File: config.mk
export PLATFORM = sky130hd
export DESIGN_NAME = eprobe_led_sequencer_flat
export DESIGN_NICKNAME = d
export VERILOG_FILES = /design/src/rtl/eprobe_led_sequencer_pkg.sv /design/src/rtl/eprobe_led_sequencer_if.sv /design/src/rtl/eprobe_led_sequencer_strobe_timer.sv /design/src/rtl/eprobe_led_sequencer.sv /design/src/flat_wrapper.sv
export SDC_FILE = /design/constraint.sdc
export NUM_CORES = 1
export LEC_CHECK = 0
export BUFFER_PORTS_ARGS = -buffer_cell sky130_fd_sc_hd__buf_2
export CAP_MARGIN = 20
export CORE_UTILIZATION = 35
export CTS_CLUSTER_SIZE = 25
export DETAILED_ROUTE_END_ITERATION = 8
export GPL_TIMING_DRIVEN = 1
export PLACE_DENSITY = 0.68
export SKIP_CTS_REPAIR_TIMING = 1
export SLEW_MARGIN = 5
export SYNTH_ARGS = -nofsm -noshare
export SYNTH_HDL_FRONTEND = slang
export SYNTH_SLANG_ARGS = --single-unit
File: constraint.sdc
create_clock -name clk -period 1.7 [get_ports clk]
set_clock_uncertainty 0.05 [all_clocks]
set_input_delay 0.085 -clock clk [delete_from_list [all_inputs] [get_ports clk]]
set_output_delay 0.085 -clock clk [all_outputs]
set_load 0.02 [all_outputs]
File: src/rtl/eprobe_led_sequencer_pkg.sv
// eprobe_pkg: shared definitions for the probe LED sequencer.
//   - command op encodings carried on cmd_op
//   - sequencer state enum
//   - cnt_width(): width of the strobe timer counter for a given cycle count
package eprobe_pkg;

  localparam logic [1:0] OP_NOP    = 2'b00;
  localparam logic [1:0] OP_SINGLE = 2'b01;
  localparam logic [1:0] OP_RANGE  = 2'b10;
  localparam logic [1:0] OP_ALL    = 2'b11;

  typedef enum logic [1:0] {
    ST_IDLE,
    ST_SETUP,
    ST_LOAD,
    ST_DONE
  } seq_state_t;

  // The timer holds values 0..max_cyc-1, so it needs clog2(max_cyc) bits,
  // with a floor of one bit so a 1-cycle phase still has a real register.
  function automatic int cnt_width(input int max_cyc);
    return (max_cyc < 2) ? 1 : $clog2(max_cyc);
  endfunction

endpackage

File: src/rtl/eprobe_led_sequencer_if.sv
// eprobe_led_sequencer_if: host command channel of the probe LED sequencer.
//   cmd_valid / cmd_ready : valid/ready handshake
//   cmd_op                : NOP / SINGLE / RANGE / ALL
//   cmd_vled, cmd_en      : drive code and enable applied for the sequence
//   cmd_start, cmd_end    : first and last (inclusive) full LED address
// Modports: master = host command endpoint, slave = sequencer.
interface eprobe_led_sequencer_if #(
  parameter int AW     = 10,
  parameter int VLED_W = 3
);

  logic              cmd_valid;
  logic              cmd_ready;
  logic [1:0]        cmd_op;
  logic [VLED_W-1:0] cmd_vled;
  logic              cmd_en;
  logic [AW-1:0]     cmd_start;
  logic [AW-1:0]     cmd_end;

  modport master (
    output cmd_valid, cmd_op, cmd_vled, cmd_en, cmd_start, cmd_end,
    input  cmd_ready
  );

  modport slave (
    input  cmd_valid, cmd_op, cmd_vled, cmd_en, cmd_start, cmd_end,
    output cmd_ready
  );

endinterface

File: src/rtl/eprobe_led_sequencer_strobe_timer.sv
// eprobe_strobe_timer: loadable down-counter timing the SETUP and LOAD phases.
//   clk, rst   : clock, asynchronous active-high reset
//   reload     : load reload_val into the counter this cycle
//   reload_val : phase length minus one
//   tc         : high while the counter sits at zero (last cycle of a phase)
module eprobe_strobe_timer
  import eprobe_pkg::*;
#(
  parameter  int MAX_CYC = 1,
  localparam int CW      = cnt_width(MAX_CYC)
) (
  input  logic          clk,
  input  logic          rst,
  input  logic          reload,
  input  logic [CW-1:0] reload_val,
  output logic          tc
);

  logic [CW-1:0] count;

  // Count down to zero and park there; a reload restarts the phase.
  always_ff @(posedge clk or posedge rst) begin
    if (rst) begin
      count <= '0;
    end else if (reload) begin
      count <= reload_val;
    end else if (count != '0) begin
      count <= count - CW'(1);
    end
  end

  assign tc = (count == '0);

endmodule

File: src/rtl/eprobe_led_sequencer.sv
// eprobe_led_sequencer: walks probe LED addresses issuing setup + load strobes.
//   clk, rst  : clock, asynchronous active-high reset
//   cmd       : command channel (eprobe_led_sequencer_if.slave)
//   abort     : stop the running sequence (only with EPROBE_SEQ_ABORT_EN)
//   led_addr  : {probe, pixel} address, stable across each strobe
//   vled      : DAC drive-strength code held for the sequence
//   en_led    : LED enable held for the sequence
//   load      : latch strobe to the pads
//   busy      : high in SETUP and LOAD
//   done      : one-cycle pulse after the last LED (or an abort)
// Optional feature macro: EPROBE_SEQ_ABORT_EN adds the abort port.
module eprobe_led_sequencer
  import eprobe_pkg::*;
#(
  parameter  int N_PROBE   = 4,
  parameter  int PIX_AW    = 8,
  parameter  int VLED_W    = 3,
  parameter  int SETUP_CYC = 1,
  parameter  int LOAD_CYC  = 1,
  localparam int AW        = $clog2(N_PROBE) + PIX_AW
) (
  input  logic              clk,
  input  logic              rst,
  eprobe_led_sequencer_if.slave cmd,
`ifdef EPROBE_SEQ_ABORT_EN
  input  logic              abort,
`endif
  output logic [AW-1:0]     led_addr,
  output logic [VLED_W-1:0] vled,
  output logic              en_led,
  output logic              load,
  output logic              busy,
  output logic              done
);

  localparam int            MAX_CYC  = (SETUP_CYC > LOAD_CYC) ? SETUP_CYC : LOAD_CYC;
  localparam int            CW       = cnt_width(MAX_CYC);
  localparam logic [CW-1:0] SETUP_LD = CW'(SETUP_CYC - 1);
  localparam logic [CW-1:0] LOAD_LD  = CW'(LOAD_CYC - 1);
  localparam logic [AW-1:0] MAX_ADDR = '1;

  seq_state_t    state;
  logic [AW-1:0] end_addr;
  logic          ready_q;
  logic          abort_pend;
  logic          abort_in;
  logic          start_seq;
  logic          finish_now;
  logic          tmr_reload;
  logic [CW-1:0] tmr_val;
  logic          tmr_tc;

`ifdef EPROBE_SEQ_ABORT_EN
  assign abort_in = abort;
`else
  assign abort_in = 1'b0;
`endif

  assign cmd.cmd_ready = ready_q;

  // NOP handshakes are consumed in IDLE without starting anything.
  assign start_seq  = cmd.cmd_valid && ready_q && (state == ST_IDLE) && (cmd.cmd_op != OP_NOP);
  // An abort seen anywhere in the strobe ends the sequence once the strobe completes.
  assign finish_now = (led_addr == end_addr) || abort_in || abort_pend;

  // The timer restarts at the start of every phase: on command accept it
  // times SETUP, and at the end of each phase it times the following one.
  assign tmr_reload = start_seq || (((state == ST_SETUP) || (state == ST_LOAD)) && tmr_tc);
  assign tmr_val    = (state == ST_SETUP) ? LOAD_LD : SETUP_LD;

  eprobe_strobe_timer #(
    .MAX_CYC (MAX_CYC)
  ) u_timer (
    .clk        (clk),
    .rst        (rst),
    .reload     (tmr_reload),
    .reload_val (tmr_val),
    .tc         (tmr_tc)
  );

  // Sequencer FSM. Every output is a register updated alongside the state,
  // so led_addr only ever moves on the LOAD->SETUP edge while load is low.
  always_ff @(posedge clk or posedge rst) begin
    if (rst) begin
      state      <= ST_IDLE;
      led_addr   <= '0;
      end_addr   <= '0;
      vled       <= '0;
      en_led     <= 1'b0;
      load       <= 1'b0;
      busy       <= 1'b0;
      done       <= 1'b0;
      ready_q    <= 1'b0;
      abort_pend <= 1'b0;
    end else begin
      done <= 1'b0;
      case (state)
        ST_IDLE: begin
          ready_q <= 1'b1;
          if (start_seq) begin
            vled       <= cmd.cmd_vled;
            en_led     <= cmd.cmd_en;
            abort_pend <= 1'b0;
            case (cmd.cmd_op)
              OP_SINGLE: begin
                led_addr <= cmd.cmd_start;
                end_addr <= cmd.cmd_start;
              end
              OP_RANGE: begin
                led_addr <= cmd.cmd_start;
                end_addr <= cmd.cmd_end;
              end
              default: begin
                led_addr <= '0;
                end_addr <= MAX_ADDR;
              end
            endcase
            ready_q <= 1'b0;
            busy    <= 1'b1;
            state   <= ST_SETUP;
          end
        end
        ST_SETUP: begin
          if (abort_in) begin
            busy  <= 1'b0;
            done  <= 1'b1;
            state <= ST_DONE;
          end else if (tmr_tc) begin
            load  <= 1'b1;
            state <= ST_LOAD;
          end
        end
        ST_LOAD: begin
          if (abort_in) begin
            abort_pend <= 1'b1;
          end
          if (tmr_tc) begin
            load <= 1'b0;
            if (finish_now) begin
              busy  <= 1'b0;
              done  <= 1'b1;
              state <= ST_DONE;
            end else begin
              // Wraps naturally past MAX_ADDR back to 0.
              led_addr <= led_addr + AW'(1);
              state    <= ST_SETUP;
            end
          end
        end
        ST_DONE: begin
          ready_q <= 1'b1;
          state   <= ST_IDLE;
        end
        default: begin
          state <= ST_IDLE;
        end
      endcase
    end
  end

endmodule

File: src/flat_wrapper.sv
// flat-port wrapper written by rule: the top's interface ports become plain ports
module eprobe_led_sequencer_flat import eprobe_pkg::*;
#(
  parameter  int N_PROBE   = 4,
  parameter  int PIX_AW    = 8,
  parameter  int VLED_W    = 3,
  parameter  int SETUP_CYC = 1,
  parameter  int LOAD_CYC  = 1,
  localparam int AW        = $clog2(N_PROBE) + PIX_AW
)
  (clk, rst, led_addr, vled, en_led, load, busy, done, cmd_cmd_valid, cmd_cmd_op, cmd_cmd_vled, cmd_cmd_en, cmd_cmd_start, cmd_cmd_end, cmd_cmd_ready);
  eprobe_led_sequencer_if #(.AW((10)), .VLED_W(VLED_W)) cmd_i ();
  input  logic clk;
  input  logic rst;
  output logic [AW-1:0] led_addr;
  output logic [VLED_W-1:0] vled;
  output logic en_led;
  output logic load;
  output logic busy;
  output logic done;
  input wire logic [$bits(cmd_i.cmd_valid)-1:0] cmd_cmd_valid;
  input wire logic [$bits(cmd_i.cmd_op)-1:0] cmd_cmd_op;
  input wire logic [$bits(cmd_i.cmd_vled)-1:0] cmd_cmd_vled;
  input wire logic [$bits(cmd_i.cmd_en)-1:0] cmd_cmd_en;
  input wire logic [$bits(cmd_i.cmd_start)-1:0] cmd_cmd_start;
  input wire logic [$bits(cmd_i.cmd_end)-1:0] cmd_cmd_end;
  output wire logic [$bits(cmd_i.cmd_ready)-1:0] cmd_cmd_ready;
  assign cmd_i.cmd_valid = cmd_cmd_valid;
  assign cmd_i.cmd_op = cmd_cmd_op;
  assign cmd_i.cmd_vled = cmd_cmd_vled;
  assign cmd_i.cmd_en = cmd_cmd_en;
  assign cmd_i.cmd_start = cmd_cmd_start;
  assign cmd_i.cmd_end = cmd_cmd_end;
  assign cmd_cmd_ready = cmd_i.cmd_ready;
  eprobe_led_sequencer #(.N_PROBE(N_PROBE), .PIX_AW(PIX_AW), .VLED_W(VLED_W), .SETUP_CYC(SETUP_CYC), .LOAD_CYC(LOAD_CYC)) u_core (.clk(clk), .rst(rst), .cmd(cmd_i), .led_addr(led_addr), .vled(vled), .en_led(en_led), .load(load), .busy(busy), .done(done));
endmodule
Word-level counts from Yosys, hierarchy flattened:

Cells that the tools add are included.

* output and inout bits: 18
* bits of input ports: 29
* bits in registers: 31

* reductions and logical operators: 17
* bitwise operators: 1
* equality and inequality tests: 11
* mux-type cells: 25
* add/sub/neg operators: 2

Operators with widths (count)
* $mux W10: 4
* $pmux W10 S2: 2
* $mux W1: 11
* $add A10 B1 Y10 const B: 1
* $eq A10 B10 Y1: 1
* $mux W2: 4
* $pmux W2 S4: 1
* $reduce_and A4 Y1: 2
* $reduce_bool A2 Y1: 4
* $eq A2 B2 Y1 const B: 3
* $ne A2 B2 Y1 const B: 3
* $pmux W1 S2: 3
* $reduce_and A3 Y1: 2
* $eq A2 B1 Y1 const B: 2
* $logic_and A1 B1 Y1: 4
* $ne A2 B1 Y1 const B: 2
* $logic_not A2 Y1: 1
* $logic_or A1 B1 Y1: 2
* $reduce_and A2 Y1: 1
* $reduce_or A2 Y1: 1
* $not A1 Y1: 1
* $sub A1 B1 Y1 const B: 1

Depth between registers and ports, before layout:

Gate-level depths: netlist of run 1.

* word-level depth: 5
* mapped depth: 9
* gate-level depth less buffers: 7

Hierarchy:

A second synthesis of run 1 with hierarchy kept.

* cell total of the unflattened synthesis: 193
* area, all modules: 1811.7 um2

Modules (own cells, without submodules)
* eprobe_led_sequencer: sequential area each 750.7 um2, instances 1, cells an instance 189, area each 1773.0 um2
* eprobe_strobe_timer: sequential area each 25.0 um2, instances 1, cells an instance 4, area each 38.8 um2

Worst setup path before layout of run 1:

No wires, ideal clock.

* path type: register to register
* start point: register u_core.led_addr[2]
* end point: register u_core.led_addr[8]
* setup slack: -0.135 ns
* data arrival time: 1.645 ns
* stages on the path, launching flop included: 8
* path buffers: 2
* required time: 1.510 ns
* cell sequence: dfrtp_1 -> buf_2 -> xnor2_2 -> nand4_1 -> or3_1 -> buf_4 -> a41oi_1 -> a221oi_2

* word-level cells in the longest chain between the ends: 4

RTL lines
* from (decl): RTL line eprobe_led_sequencer.sv:28 `output logic [AW-1:0] led_addr,`
* from (signal assigned): RTL line eprobe_led_sequencer.sv:106 `led_addr <= cmd.cmd_start;`
* from (signal assigned): RTL line eprobe_led_sequencer.sv:110 `led_addr <= cmd.cmd_start;`
* from (signal assigned): RTL line eprobe_led_sequencer.sv:145 `led_addr <= led_addr + AW'(1);`
* $add A10 B1 Y10: RTL line eprobe_led_sequencer.sv:145
* $mux W10: RTL line eprobe_led_sequencer.sv:139 `if (finish_now) begin`
* $mux W10: RTL line eprobe_led_sequencer.sv:137 `if (tmr_tc) begin`
* $pmux W10 S2: RTL line eprobe_led_sequencer.sv:97 `case (state)`

Parallel ways exist; a longest one is shown, timed or not. The select of a mux whose other input is x is not followed.
A chain may end at the register's enable or synchronous reset.

Final worst setup path of run 1:

* start point: register u_core.led_addr[1]
* end point: register u_core.led_addr[8]

Same word-level chain as after synthesis.

==> results.txt, run 1 <==
Violations in the final reports = negative setup slack
Placed wire-length estimate after detailed placement = 3730 um
Clk slew on worst S/H paths = 0.07 ns
Summed instance area of the synthesized netlist = 0.001770 mm^2
Type of the tightest min-delay check = in -> reg
Register bit total from synthesis = 30
Fmax = 580.2 MHz
Count of synthesis-stage warnings from yosys = 0
Vertical die dimension = 73.12 um
Sequential area share after synthesis = 42.40%
Sinks on Clock Net = 30
Starting density of the core = 36.99%
Clock tree root buffer cell = sky130_fd_sc_hd__clkbuf_8
Met2 usage = 28.81%
Number of global-route vias before repair = 1628
Total inserted antenna cells = 0
Wire length of the first global-routing pass = 7886 um
Met1 usage in global routing = 28.65%
Number of design-rule violations left by the first detailed-router iteration = 146
Share of synthesized flip-flops with an asynchronous set or reset = 100.0%
Post-Synthesis Mean Instance Area = 8.721 um^2
Avg WL per Cell = 14.48 um
WS Path Type = reg -> reg
Detailed-router iteration count before antenna repair = 4
Maximum number of pins on one net before global-route repair = 31
PnR Total Power = 4910 uW
Final worst path period need = 1.724 ns
Count of unresolved DRC violations after routing = 0
Leakage power summed over all cells = 0.001246 uW
Chip width = 73.12 um
Maximum Capacitance Violations = 0
EDFF count, synth = 0
Final setup vio count = 1
Count of cell types in the netlist = 37
Post-layout worst setup margin = -0.02369 ns
Critical path startpoint category = flop
Final wirelength = 5155 um
Number of nets in the layout = 324
Number of cells after detailed placement = 339
Num ports = 47
Dominant delay contributor by cell family on the critical path = simple AND/OR/NAND/NOR gates
Global-route track usage on met3 = 4.696%
Post-Route Setup TNS = -0.02369 ns
Number of failing hold endpoints at the final stage = 0
Crit path max fanout = 5
Critical Path Slowest Stage Cell = sky130_fd_sc_hd__dfrtp_1
GRT Util Overall = 19.82%
Status = complete, but fails checks
Maximum vdd drop = 0.7244 mV
Nets in the synthesized netlist = 239
Fraction of the cycle the final worst path needs = 101.4%
Inserted Clock Buffers = 5
Clock insertion delay at the later pin of the skew report = 0.28 ns
CP arrival = 1.86 ns
Number of antenna-violating nets in the routed design = 0
Antenna violations before repair = 0
Total die area = 0.005347 mm^2
Residual overflow from global routing = 0
Final slew viol count = 0
Buffers from clock root to sink, at most = 2
Peak-usage layer in the global routing report = met2
Power per standard cell area = 1807 mW/mm^2
Maximum level of the CTS H-tree = 2
Top FF cell, synth = sky130_fd_sc_hd__dfrtp_1
# rows = 25
Buf+Inv Stages, Crit Path = 1
IO Port Bufs = 46
Synth Instances = 203
Layout-stage area growth over the synthesis result = 53.50%
Tightest slew margin relative to the limit = 74.08%
Req. time, crit path = 1.84 ns
TritonCTS clock tree = yes
Worst Max-Slew Pin Slew = 0.3888 ns
Via density = 5.166
Detailed-route via count = 1839
Hold Slack = 0.05957 ns
Crit-path max cell delay = 0.42 ns
Post-route insts no fill = 356
Crit. End Element = flop
Share of final-layout standard cells stronger than drive strength 1 = 48.10%
Core Box Area = 0.004786 mm^2
Cells along the critical path = buf_4 > ha_1 > and4_4 > nand3_1 > nand2_1 > a41oi_2 > a221oi_2
Setup repair after global routing missed its margin = true
Final GP Congestion = 0.8119
## worst paths after layout
path                                                  end                      startpoint  slack (ns)  cells after the start
setup / recovery           u_core.led_addr[8]$_DFFE_PP0P_  u_core.led_addr[1]$_DFFE_PP0P_       -0.02                      7
hold / removal             u_core.led_addr[6]$_DFFE_PP0P_                cmd_cmd_start[6]        0.06                      3
max in group asynchronous  u_core.led_addr[5]$_DFFE_PP0P_                             rst        0.91                      4
min in group asynchronous         u_core.busy$_DFFE_PP0P_                             rst        0.39                      4
setup reg to reg           u_core.led_addr[8]$_DFFE_PP0P_  u_core.led_addr[1]$_DFFE_PP0P_       -0.02                      7
hold reg to reg                u_core.vled[1]$_DFFE_PP0P_      u_core.vled[1]$_DFFE_PP0P_        0.42                      2
## synthesized netlist by cell type, types with 3 or more instances
master | instances | area, um^2
sky130_fd_sc_hd__dfrtp_1 | 30 | 750.7
sky130_fd_sc_hd__nand2_1 | 26 | 97.59
sky130_fd_sc_hd__nor2_1 | 20 | 75.07
sky130_fd_sc_hd__a31oi_1 | 16 | 100.1
sky130_fd_sc_hd__a21oi_1 | 11 | 55.05
sky130_fd_sc_hd__a22oi_1 | 10 | 75.07
sky130_fd_sc_hd__inv_1 | 9 | 33.78
sky130_fd_sc_hd__xnor2_1 | 9 | 78.83
sky130_fd_sc_hd__ha_1 | 7 | 87.58
sky130_fd_sc_hd__nand3_1 | 7 | 35.03
sky130_fd_sc_hd__nand4_1 | 7 | 43.79
sky130_fd_sc_hd__nor3_1 | 7 | 35.03
sky130_fd_sc_hd__clkbuf_1 | 6 | 22.52
sky130_fd_sc_hd__buf_2 | 5 | 25.02
sky130_fd_sc_hd__o21ai_0 | 4 | 20.02
sky130_fd_sc_hd__a211oi_1 | 3 | 22.52
sky130_fd_sc_hd__buf_1 | 3 | 11.26
## where the power goes
part / total (uW) / switching [uW] / internal, uW
Clock: 596 / 270 / 326
Sequential: 1340 / 305 / 1040
Combinational: 2970 / 1490 / 1480
## per-layer routing
| layer | routed length, um | vias to the layer above |
|---|---|---|
| met5 | 0 | - |
| met4 | 65 | 0 |
| met3 | 364 | 7 |
| met1 | 2362 | 849 |
| li1 | - | 905 |
| met2 | 2362 | 78 |
## cells by family (layout without fill, tap and decap cells)
group	after synthesis	after routing	share of synthesized area, %
simple gates	77	77	20.78
fa+ha+maj	7	7	4.947
xor+xnor	10	10	5.372
mux	1	1	0.5654
buf+inv	24	110	5.653
compound gates	54	54	20.28
flops	30	30	42.40
## registers in the layout, indices dropped and copies added (netlist names)
signal and count:
u_core.led_addr 10, u_core.cmd.cmd_ready 1, u_core.done 1, u_core.end_addr 10, u_core.vled 3, u_core.busy 1
u_core.load 1, u_core.en_led 1, u_core.state 2
## stage by stage
stage	instance area (um^2)	worst slack, ns	util [%]
floorplan	1829	-0.03245	-
global placement	2356	-0.06193	49.23
detailed placement	2356	-0.06119	49.23
CTS	2447	-0.07535	51.14
global route	2718	-0.1319	56.78
finish	2718	-0.02369	56.78
## placed cells by master (no fill, tap or decap), types with 4 or more instances in the layout
master                           n
sky130_fd_sc_hd__a21oi_1         9
sky130_fd_sc_hd__a22oi_1        10
sky130_fd_sc_hd__a31oi_1        16
sky130_fd_sc_hd__buf_2          46
sky130_fd_sc_hd__buf_4          36
sky130_fd_sc_hd__buf_6           4
sky130_fd_sc_hd__clkbuf_8        6
sky130_fd_sc_hd__dfrtp_1        23
sky130_fd_sc_hd__dfrtp_2         7
sky130_fd_sc_hd__dlygate4sd3_1   5
sky130_fd_sc_hd__ha_1            5
sky130_fd_sc_hd__inv_1           5
sky130_fd_sc_hd__inv_2           4
sky130_fd_sc_hd__nand2_1        26
sky130_fd_sc_hd__nand3_1         6
sky130_fd_sc_hd__nand4_1         7
sky130_fd_sc_hd__nor2_1         16
sky130_fd_sc_hd__nor2_2          4
sky130_fd_sc_hd__nor3_1          5
sky130_fd_sc_hd__xnor2_2         9
## layout make-up
| type | count | area, um^2 |
|---|---|---|
| clock inverters | 1 | 5.005 |
| inverters | 9 | 33.78 |
| well taps | 67 | 83.83 |
| flip-flops and latches | 30 | 759.5 |
| fillers | 435 | 2068 |
| repair buffers | 93 | 630.6 |
| clock buffers | 7 | 86.33 |
| multi-input cells | 149 | 1119 |
## worst reg2reg max path, delay by kind of cell, from the launching register on
kind	cells	cell delay (ns)
DFF	1	0.42
AOI/OAI and AO/OA	2	0.30
buffers and inverters	1	0.17
and+or+nand+nor	3	0.52
adders and majority gates	1	0.17
Power figures use the tool's default switching activity.
==> inputs of run 2 (changes only) <==
Settings changed: ABC_AREA set to 1, PLACE_DENSITY 0.68 to 0.67.
==> run 2 against run 1 <==
Compared with the run above:
- the flow now finishes without violations
- first-iteration DRC count fell by 6.2%
- register-to-register slack gained 0.12 ns
- utilization is 7.1 points lower
- via count grew 13%
- non-clock buffer count down 17
- worst hold slack lost 0.021 ns
- count of clock-buffer cells in the layout unchanged
- power down 18%
- sequential share of layout area is 1.1 points higher
- die area rose by 8.5%
- critical endpoint is now u_core.led_addr[0]$_DFFE_PP0P_
- largest cell class unchanged
==> results.txt, run 2 <==
Clock tree root buffer cell = sky130_fd_sc_hd__clkbuf_8 (unchanged)
GRT Util Overall = 19.56% (was 19.82%)
Antenna violations before repair = 0 (unchanged)
Count of synthesis-stage warnings from yosys = 0 (unchanged)
Synth Instances = 282 (was 203)
Clock insertion delay at the later pin of the skew report = 0.29 ns (was 0.28 ns)
Buffers from clock root to sink, at most = 2 (unchanged)
CP arrival = 1.78 ns (was 1.86 ns)
Post-layout worst setup margin = 0.09301 ns (was -0.02369 ns)
Type of the tightest min-delay check = in -> reg (unchanged)
Crit path max fanout = 10 (was 5)
Register bit total from synthesis = 30 (unchanged)
Number of failing hold endpoints at the final stage = 0 (unchanged)
Maximum level of the CTS H-tree = 2 (unchanged)
Final slew viol count = 0 (unchanged)
Setup WS pre-CTS = -0.02845 ns (was -0.06119 ns)
Wire length of the first global-routing pass = 9004 um (was 7886 um)
Core Box Area = 0.005205 mm^2 (was 0.004786 mm^2)
Nets in the synthesized netlist = 318 (was 239)
Part of the total power dissipated in sequential elements = 31.7% (was 27.3%)
Summed instance area of the synthesized netlist = 0.001924 mm^2 (was 0.001770 mm^2)
EDFF count, synth = 0 (unchanged)
WS Path Type = reg -> reg (unchanged)
Residual overflow from global routing = 0 (unchanged)
Maximum number of pins on one net before global-route repair = 31 (unchanged)
Inserted Clock Buffers = 5 (unchanged)
Sinks on Clock Net = 30 (unchanged)
Part of the power in combinational logic = 54.9% (was 60.5%)
Req. time, crit path = 1.87 ns (was 1.84 ns)
Sw frac = 45.38% (was 42.01%)
Layout-stage area growth over the synthesis result = 34.46% (was 53.50%)
Chip width = 76.15 um (was 73.12 um)
Share of power burned in the clock network = 13.4% (was 12.1%)
Setup repair after global routing missed its margin = true (unchanged)
Worst Max-Slew Pin Slew = 0.5049 ns (was 0.3888 ns)
Detailed-router iteration count before antenna repair = 4 (unchanged)
Final GP Congestion = 0.8620 (was 0.8119)
Count of cell types in the netlist = 24 (was 37)
Most frequent cells in the layout = sky130_fd_sc_hd__nand2_1 (108), sky130_fd_sc_hd__buf_2 (46), sky130_fd_sc_hd__nand3_1 (32) (was sky130_fd_sc_hd__buf_2 (46), sky130_fd_sc_hd__buf_4 (36), sky130_fd_sc_hd__nand2_1 (26))
Starting density of the core = 36.97% (was 36.99%)
Largest registers ranked by flip-flop count = u_core.end_addr x10, u_core.led_addr x10, u_core.vled x3 (unchanged)
Number of nets in the layout = 391 (was 324)
Post-Synthesis Mean Instance Area = 6.824 um^2 (was 8.721 um^2)
Switching power summed over all nets = 1828 uW (was 2063 uW)
Area of combinational cells with multiple inputs = 0.001045 mm^2 (was 0.001119 mm^2)
Top FF cell, synth = sky130_fd_sc_hd__dfrtp_1 (unchanged)
Crit. End Element = flop (unchanged)
Fmax = 622.3 MHz (was 580.2 MHz)
Number of global-route vias before repair = 1996 (was 1628)
Placed wire-length estimate after detailed placement = 4071 um (was 3730 um)
IO Port Bufs = 46 (unchanged)
Fraction of the cycle the final worst path needs = 94.53% (was 101.4%)
Final core utilization = 49.71% (was 56.78%)
Register-to-register path setup slack = 0.09 ns (was -0.02 ns)
Filler Cells Inserted = 535 (was 435)
Most frequent cells after synthesis = sky130_fd_sc_hd__nand2_1 (108), sky130_fd_sc_hd__inv_1 (32), sky130_fd_sc_hd__nand3_1 (32) (was sky130_fd_sc_hd__dfrtp_1 (30), sky130_fd_sc_hd__nand2_1 (26), sky130_fd_sc_hd__nor2_1 (20))
Leakage power summed over all cells = 0.001373 uW (was 0.001246 uW)
Sequential area share after synthesis = 39.01% (was 42.40%)
Critical path startpoint category = flop (unchanged)
Vertical die dimension = 76.15 um (was 73.12 um)
Status = completed (was complete, but fails checks)
Share of synthesized flip-flops with an asynchronous set or reset = 100.0% (unchanged)
# rows = 26 (was 25)
Detailed-route via count = 2082 (was 1839)
Proportion of netlist area held by the largest area contributor = 39.01% (was 42.40%)
Hold Slack = 0.03840 ns (was 0.05957 ns)
Most common cell in the synthesized netlist = sky130_fd_sc_hd__nand2_1 (was sky130_fd_sc_hd__dfrtp_1)
Total inserted antenna cells = 0 (unchanged)
Most common library cell in the layout ignoring fill and taps = sky130_fd_sc_hd__nand2_1 (was sky130_fd_sc_hd__buf_2)
Maximum Capacitance Violations = 0 (unchanged)
Tightest slew margin relative to the limit = 66.34% (was 74.08%)
Number of antenna-violating nets in the routed design = 0 (unchanged)
Power per standard cell area = 1556 mW/mm^2 (was 1807 mW/mm^2)
Final wirelength = 5519 um (was 5155 um)
Number of design-rule violations left by the first detailed-router iteration = 137 (was 146)
Share of final-layout standard cells stronger than drive strength 1 = 24.79% (was 48.10%)
Seq. cell area = 752.0 um^2 (was 759.5 um^2)
Internal power of the cells = 2199 uW (was 2847 uW)
Clk slew on worst S/H paths = 0.06 ns (was 0.07 ns)
Dominant cell type by area after synthesis = sky130_fd_sc_hd__dfrtp_1 (unchanged)
Count of unresolved DRC violations after routing = 0 (unchanged)
TritonCTS clock tree = yes (unchanged)
Num ports = 47 (unchanged)
Maximum vdd drop = 0.8036 mV (was 0.7244 mV)
Final setup vio count = 0 (was 1)
Via density = 4.899 (was 5.166)
Avg WL per Cell = 12.99 um (was 14.48 um)
Total die area = 0.005799 mm^2 (was 0.005347 mm^2)
Final worst path period need = 1.607 ns (was 1.724 ns)
Top cells by area in the synthesized netlist = sky130_fd_sc_hd__dfrtp_1 (39%), sky130_fd_sc_hd__nand2_1 (21%), sky130_fd_sc_hd__nand3_1 (8.3%), sky130_fd_sc_hd__inv_1 (6.2%), sky130_fd_sc_hd__nor2_1 (4.7%) (was sky130_fd_sc_hd__dfrtp_1 (42%), sky130_fd_sc_hd__a31oi_1 (5.7%), sky130_fd_sc_hd__nand2_1 (5.5%), sky130_fd_sc_hd__ha_1 (4.9%), sky130_fd_sc_hd__xnor2_1 (4.5%))
-- run 2: area by class of cell --
class | instances | share of cell area [%]
well taps | 70 | 3.385
multi-input cells | 209 | 40.38
inverters | 33 | 4.884
clock buffers | 7 | 2.950
repair buffers | 76 | 19.34
flip-flops and latches | 30 | 29.06
-- run 2: power groups by stage --
stage	sequential [uW]	clock (uW)	combinational [uW]
2_1_floorplan	1430	0	1120
3_3_place_gp	1260	0	1990
3_5_place_dp	1270	0	2020
4_1_cts	1270	557	2040
5_1_grt	1310	591	2500
6_report	1270	540	2210
-- run 2: cell families (layout without fill, tap and decap cells) --
family | after synthesis | count (layout) | synth area share [%]
adder cells (fa/ha/maj) | 7 | 7 | 4.551
AND/OR/NAND/NOR | 173 | 173 | 37.13
buffers and inverters | 43 | 116 | 8.972
flip-flops | 30 | 30 | 39.01
XOR/XNOR | 2 | 2 | 0.9104
AO/OA/AOI/OAI | 27 | 27 | 9.428
-- run 2: per-layer routing --
layer / vias up / GRT usage [%] / routed length (um)
met2: 59 / 35.55 / 2811
met3: 7 / 4.311 / 290
met5: - / 0 / 0
met4: 0 / 6.538 / 79
li1: 1046 / - / -
met1: 970 / 22.62 / 2337
-- run 2: worst max-delay path, cell delays in order (launching register included) --
cell,delay [ns]
sky130_fd_sc_hd__dfrtp_1,0.38
sky130_fd_sc_hd__inv_2,0.06
sky130_fd_sc_hd__ha_2,0.20
sky130_fd_sc_hd__inv_4,0.06
sky130_fd_sc_hd__a21oi_1,0.11
sky130_fd_sc_hd__nand3_1,0.10
sky130_fd_sc_hd__nor2_2,0.13
sky130_fd_sc_hd__nand2_4,0.11
sky130_fd_sc_hd__buf_12,0.15
sky130_fd_sc_hd__nand2_8,0.07
sky130_fd_sc_hd__nand2_1,0.05
sky130_fd_sc_hd__nand2_1,0.05
-- run 2: worst paths after layout --
kind,startpoint,end,cells past startpoint
max,u_core.state[0]$_DFFE_PP0N_,u_core.led_addr[0]$_DFFE_PP0P_,11
min,cmd_cmd_end[9],u_core.end_addr[9]$_DFFE_PP0P_,3
max reg2reg,u_core.state[0]$_DFFE_PP0N_,u_core.led_addr[0]$_DFFE_PP0P_,11
min reg2reg,u_core.vled[0]$_DFFE_PP0P_,u_core.vled[0]$_DFFE_PP0P_,2
max in group asynchronous,rst,u_core.led_addr[0]$_DFFE_PP0P_,4
min in group asynchronous,rst,u_core.vled[1]$_DFFE_PP0P_,4
-- run 2: per-stage QoR --
| stage | cells | area [um^2] | total power [uW] | setup TNS [ns] |
|---|---|---|---|---|
| after floorplan | 282 | 1924 | 2547 | 0 |
| after global placement | 407 | 2349 | 3251 | 0 |
| after detailed placement | 407 | 2349 | 3298 | -0.1898 |
| after CTS | 414 | 2425 | 3860 | -0.4038 |
| after global routing | 425 | 2587 | 4395 | -0.1110 |
| final | 425 | 2587 | 4027 | 0 |
==> inputs of run 3 (changes only) <==
Settings changed: PLACE_DENSITY 0.67 to not set, PLACE_DENSITY_LB_ADDON set to 0.12.
Clock period 1.7 ns to 1.9 ns, I/O delays scaled along.
==> run 3 against run 2 <==
Compared with the run above:
- global-route usage is 1.3 points lower
- worst hold slack better by 0.019 ns
- count of clock-buffer cells in the layout is 1 lower
- critical path type unchanged
- critical endpoint is now u_core.led_addr[4]$_DFFE_PP0P_
- highest routed layer unchanged
==> results.txt, run 3 (synthesized netlist as in run 2, its figures left out) <==
Core Box Area = 0.005205 mm^2 (unchanged)
Detailed-router iteration count before antenna repair = 4 (unchanged)
WS Path Type = reg -> reg (unchanged)
Area of combinational cells with multiple inputs = 0.001006 mm^2 (was 0.001045 mm^2)
Number of design-rule violations left by the first detailed-router iteration = 75 (was 137)
Post-detailed-placement cell area = 0.002261 mm^2 (was 0.002349 mm^2)
Status = completed (unchanged)
Via density = 4.708 (was 4.899)
Post-Route Setup TNS = 0 ns (unchanged)
IO Port Bufs = 46 (unchanged)
Clock tree root buffer cell = sky130_fd_sc_hd__clkbuf_8 (unchanged)
Seq. cell area = 750.7 um^2 (was 752.0 um^2)
Critical Path Slowest Stage Cell = sky130_fd_sc_hd__dfrtp_1 (unchanged)
Maximum level of the CTS H-tree = 2 (unchanged)
Buf+Inv Stages, Crit Path = 2 (was 3)
TritonCTS clock tree = yes (unchanged)
GRT Util Overall = 18.21% (was 19.56%)
Buffers from clock root to sink, at most = 2 (unchanged)
Placed wire-length estimate after detailed placement = 3903 um (was 4071 um)
Sum of met3 wire segment lengths after detailed routing = 234 um (was 290 um)
Most frequent cells in the layout = sky130_fd_sc_hd__nand2_1 (108), sky130_fd_sc_hd__buf_2 (46), sky130_fd_sc_hd__inv_1 (32), sky130_fd_sc_hd__nand3_1 (32), sky130_fd_sc_hd__dfrtp_1 (30) (was sky130_fd_sc_hd__nand2_1 (108), sky130_fd_sc_hd__buf_2 (46), sky130_fd_sc_hd__nand3_1 (32))
Final GP Congestion = 0.8003 (was 0.8620)
Type of the tightest min-delay check = in -> reg (unchanged)
Share of final-layout standard cells stronger than drive strength 1 = 19.82% (was 24.79%)
Maximum Capacitance Violations = 0 (unchanged)
Largest registers ranked by flip-flop count = u_core.end_addr x10, u_core.led_addr x10, u_core.vled x3 (unchanged)
Final wirelength = 5049 um (was 5519 um)
Inserted Clock Buffers = 5 (unchanged)
Total inserted antenna cells = 0 (unchanged)
Fraction of the cycle the final worst path needs = 89.26% (was 94.53%)
Cells along the critical path = inv_1 > ha_1 > inv_1 > a21oi_1 > nand3_1 > nor2_2 > nand2_2 > nand2_4 > nand2_1 > nand2_1 (was inv_2 > ha_2 > inv_4 > a21oi_1 > nand3_1 > nor2_2 > nand2_4 > buf_12 > nand2_8 > nand2_1 > nand2_1)
Count of unresolved DRC violations after routing = 0 (unchanged)
Critical path startpoint category = flop (unchanged)
Power per standard cell area = 1382 mW/mm^2 (was 1556 mW/mm^2)
Post-layout instance area = 0.002399 mm^2 (was 0.002587 mm^2)
Setup repair after global routing missed its margin = false (was true)
Fmax = 589.7 MHz (was 622.3 MHz)
Number of antenna-violating nets in the routed design = 0 (unchanged)
Crit-path max cell delay = 0.40 ns (was 0.38 ns)
Clock insertion delay at the later pin of the skew report = 0.28 ns (was 0.29 ns)
Chip width = 76.15 um (unchanged)
Number of nets in the layout = 375 (was 391)
Maximum number of pins on one net before global-route repair = 31 (unchanged)
Worst Max-Slew Pin Slew = 0.5136 ns (was 0.5049 ns)
Maximum vdd drop = 0.5697 mV (was 0.8036 mV)
Final worst path period need = 1.696 ns (was 1.607 ns)
Total die area = 0.005799 mm^2 (unchanged)
Tightest slew margin relative to the limit = 65.76% (was 66.34%)
Dominant delay contributor by cell family on the critical path = simple AND/OR/NAND/NOR gates (unchanged)
Final setup vio count = 0 (unchanged)
Length of routed wiring on met1 = 2636 um (was 2337 um)
Number of failing hold endpoints at the final stage = 0 (unchanged)
# rows = 26 (unchanged)
CP arrival = 1.86 ns (was 1.78 ns)
Starting density of the core = 36.97% (unchanged)
Vertical die dimension = 76.15 um (unchanged)
Clk slew on worst S/H paths = 0.06 ns (about the same)
Highest routed metal layer = met4 (unchanged)
Antenna violations before repair = 0 (unchanged)
Leakage power summed over all cells = 0.001273 uW (was 0.001373 uW)
Residual overflow from global routing = 0 (unchanged)
Number of global-route vias before repair = 1732 (was 1996)
Final slew viol count = 0 (unchanged)
Layout-stage area growth over the synthesis result = 24.64% (was 34.46%)
Crit path max fanout = 13 (was 10)
Filler Cells Inserted = 563 (was 535)
Sinks on Clock Net = 30 (unchanged)
Detailed-route via count = 1921 (was 2082)
Req. time, crit path = 2.06 ns (was 1.87 ns)
Crit. End Element = flop (unchanged)
Num ports = 47 (unchanged)
Wire length of the first global-routing pass = 8404 um (was 9004 um)
Met2 Wirelength = 2136 um (was 2811 um)
Most common library cell in the layout ignoring fill and taps = sky130_fd_sc_hd__nand2_1 (unchanged)
Avg WL per Cell = 12.38 um (was 12.99 um)
-- run 3: cell types whose count changed in the layout (fill, tap and decap cells not counted), moves of 2 or more --
cell                       delta
sky130_fd_sc_hd__buf_12       -2
sky130_fd_sc_hd__inv_1        +2
sky130_fd_sc_hd__buf_4       -12
sky130_fd_sc_hd__clkbuf_1     -2
sky130_fd_sc_hd__ha_1         +2
sky130_fd_sc_hd__buf_6        -2
-- run 3: final timing paths --
path / startpoint / to / slack, ns / cells past startpoint
min in group asynchronous: rst / u_core.en_led$_DFFE_PP0P_ / 0.38 / 4
max in group asynchronous: rst / u_core.led_addr[1]$_DFFE_PP0P_ / 1.13 / 4
setup reg to reg: u_core.state[0]$_DFFE_PP0N_ / u_core.led_addr[4]$_DFFE_PP0P_ / 0.20 / 10
hold / removal: cmd_cmd_end[6] / u_core.end_addr[6]$_DFFE_PP0P_ / 0.06 / 3
setup / recovery: u_core.state[0]$_DFFE_PP0N_ / u_core.led_addr[4]$_DFFE_PP0P_ / 0.20 / 10
hold reg to reg: u_core.en_led$_DFFE_PP0P_ / u_core.en_led$_DFFE_PP0P_ / 0.44 / 2
-- run 3: per-layer routing --
metal | up-vias | track usage, %
met3 | 5 | 4.072
met5 | - | 0
met2 | 48 | 26.27
met1 | 853 | 27.48
li1 | 1015 | -
met4 | 0 | 4.038
-- run 3: stage by stage --
stage                     util [%]  cells  setup WS [ns]  hold WS [ns]  total power [uW]
after CTS                    45.02    403         0.1378       -0.1586              3339
after detailed placement     43.44    397         0.1595        0.1477              2812
after global placement       43.44    397         0.1787        0.1396              2807
after global routing         46.08    408        0.03017       0.05270              3631
after floorplan                  -    282         0.4167        0.1358              2279
final                        46.08    408         0.2041       0.05729              3314
-- run 3: area by class of cell --
class	count	area share [%]
multi-input combinational	209	41.94
clock buffer	6	3.443
tap	70	3.652
sequential	30	31.30
inverter	33	5.164
timing repair buffer	60	14.50
-- run 3: worst reg2reg max path, delay by kind of cell, from the launching register on --
kind | cells | cell delay [ns]
adders and majority gates | 1 | 0.17
DFF | 1 | 0.40
AOI/OAI and AO/OA | 1 | 0.12
buffers and inverters | 2 | 0.17
and+or+nand+nor | 6 | 0.73
-- run 3: report_power, final --
group | internal [uW] | switching [uW] | total [uW]
registers | 897 | 262 | 1160
clock network | 279 | 229 | 508
logic | 619 | 1030 | 1650
total | 1790 | 1520 | 3310
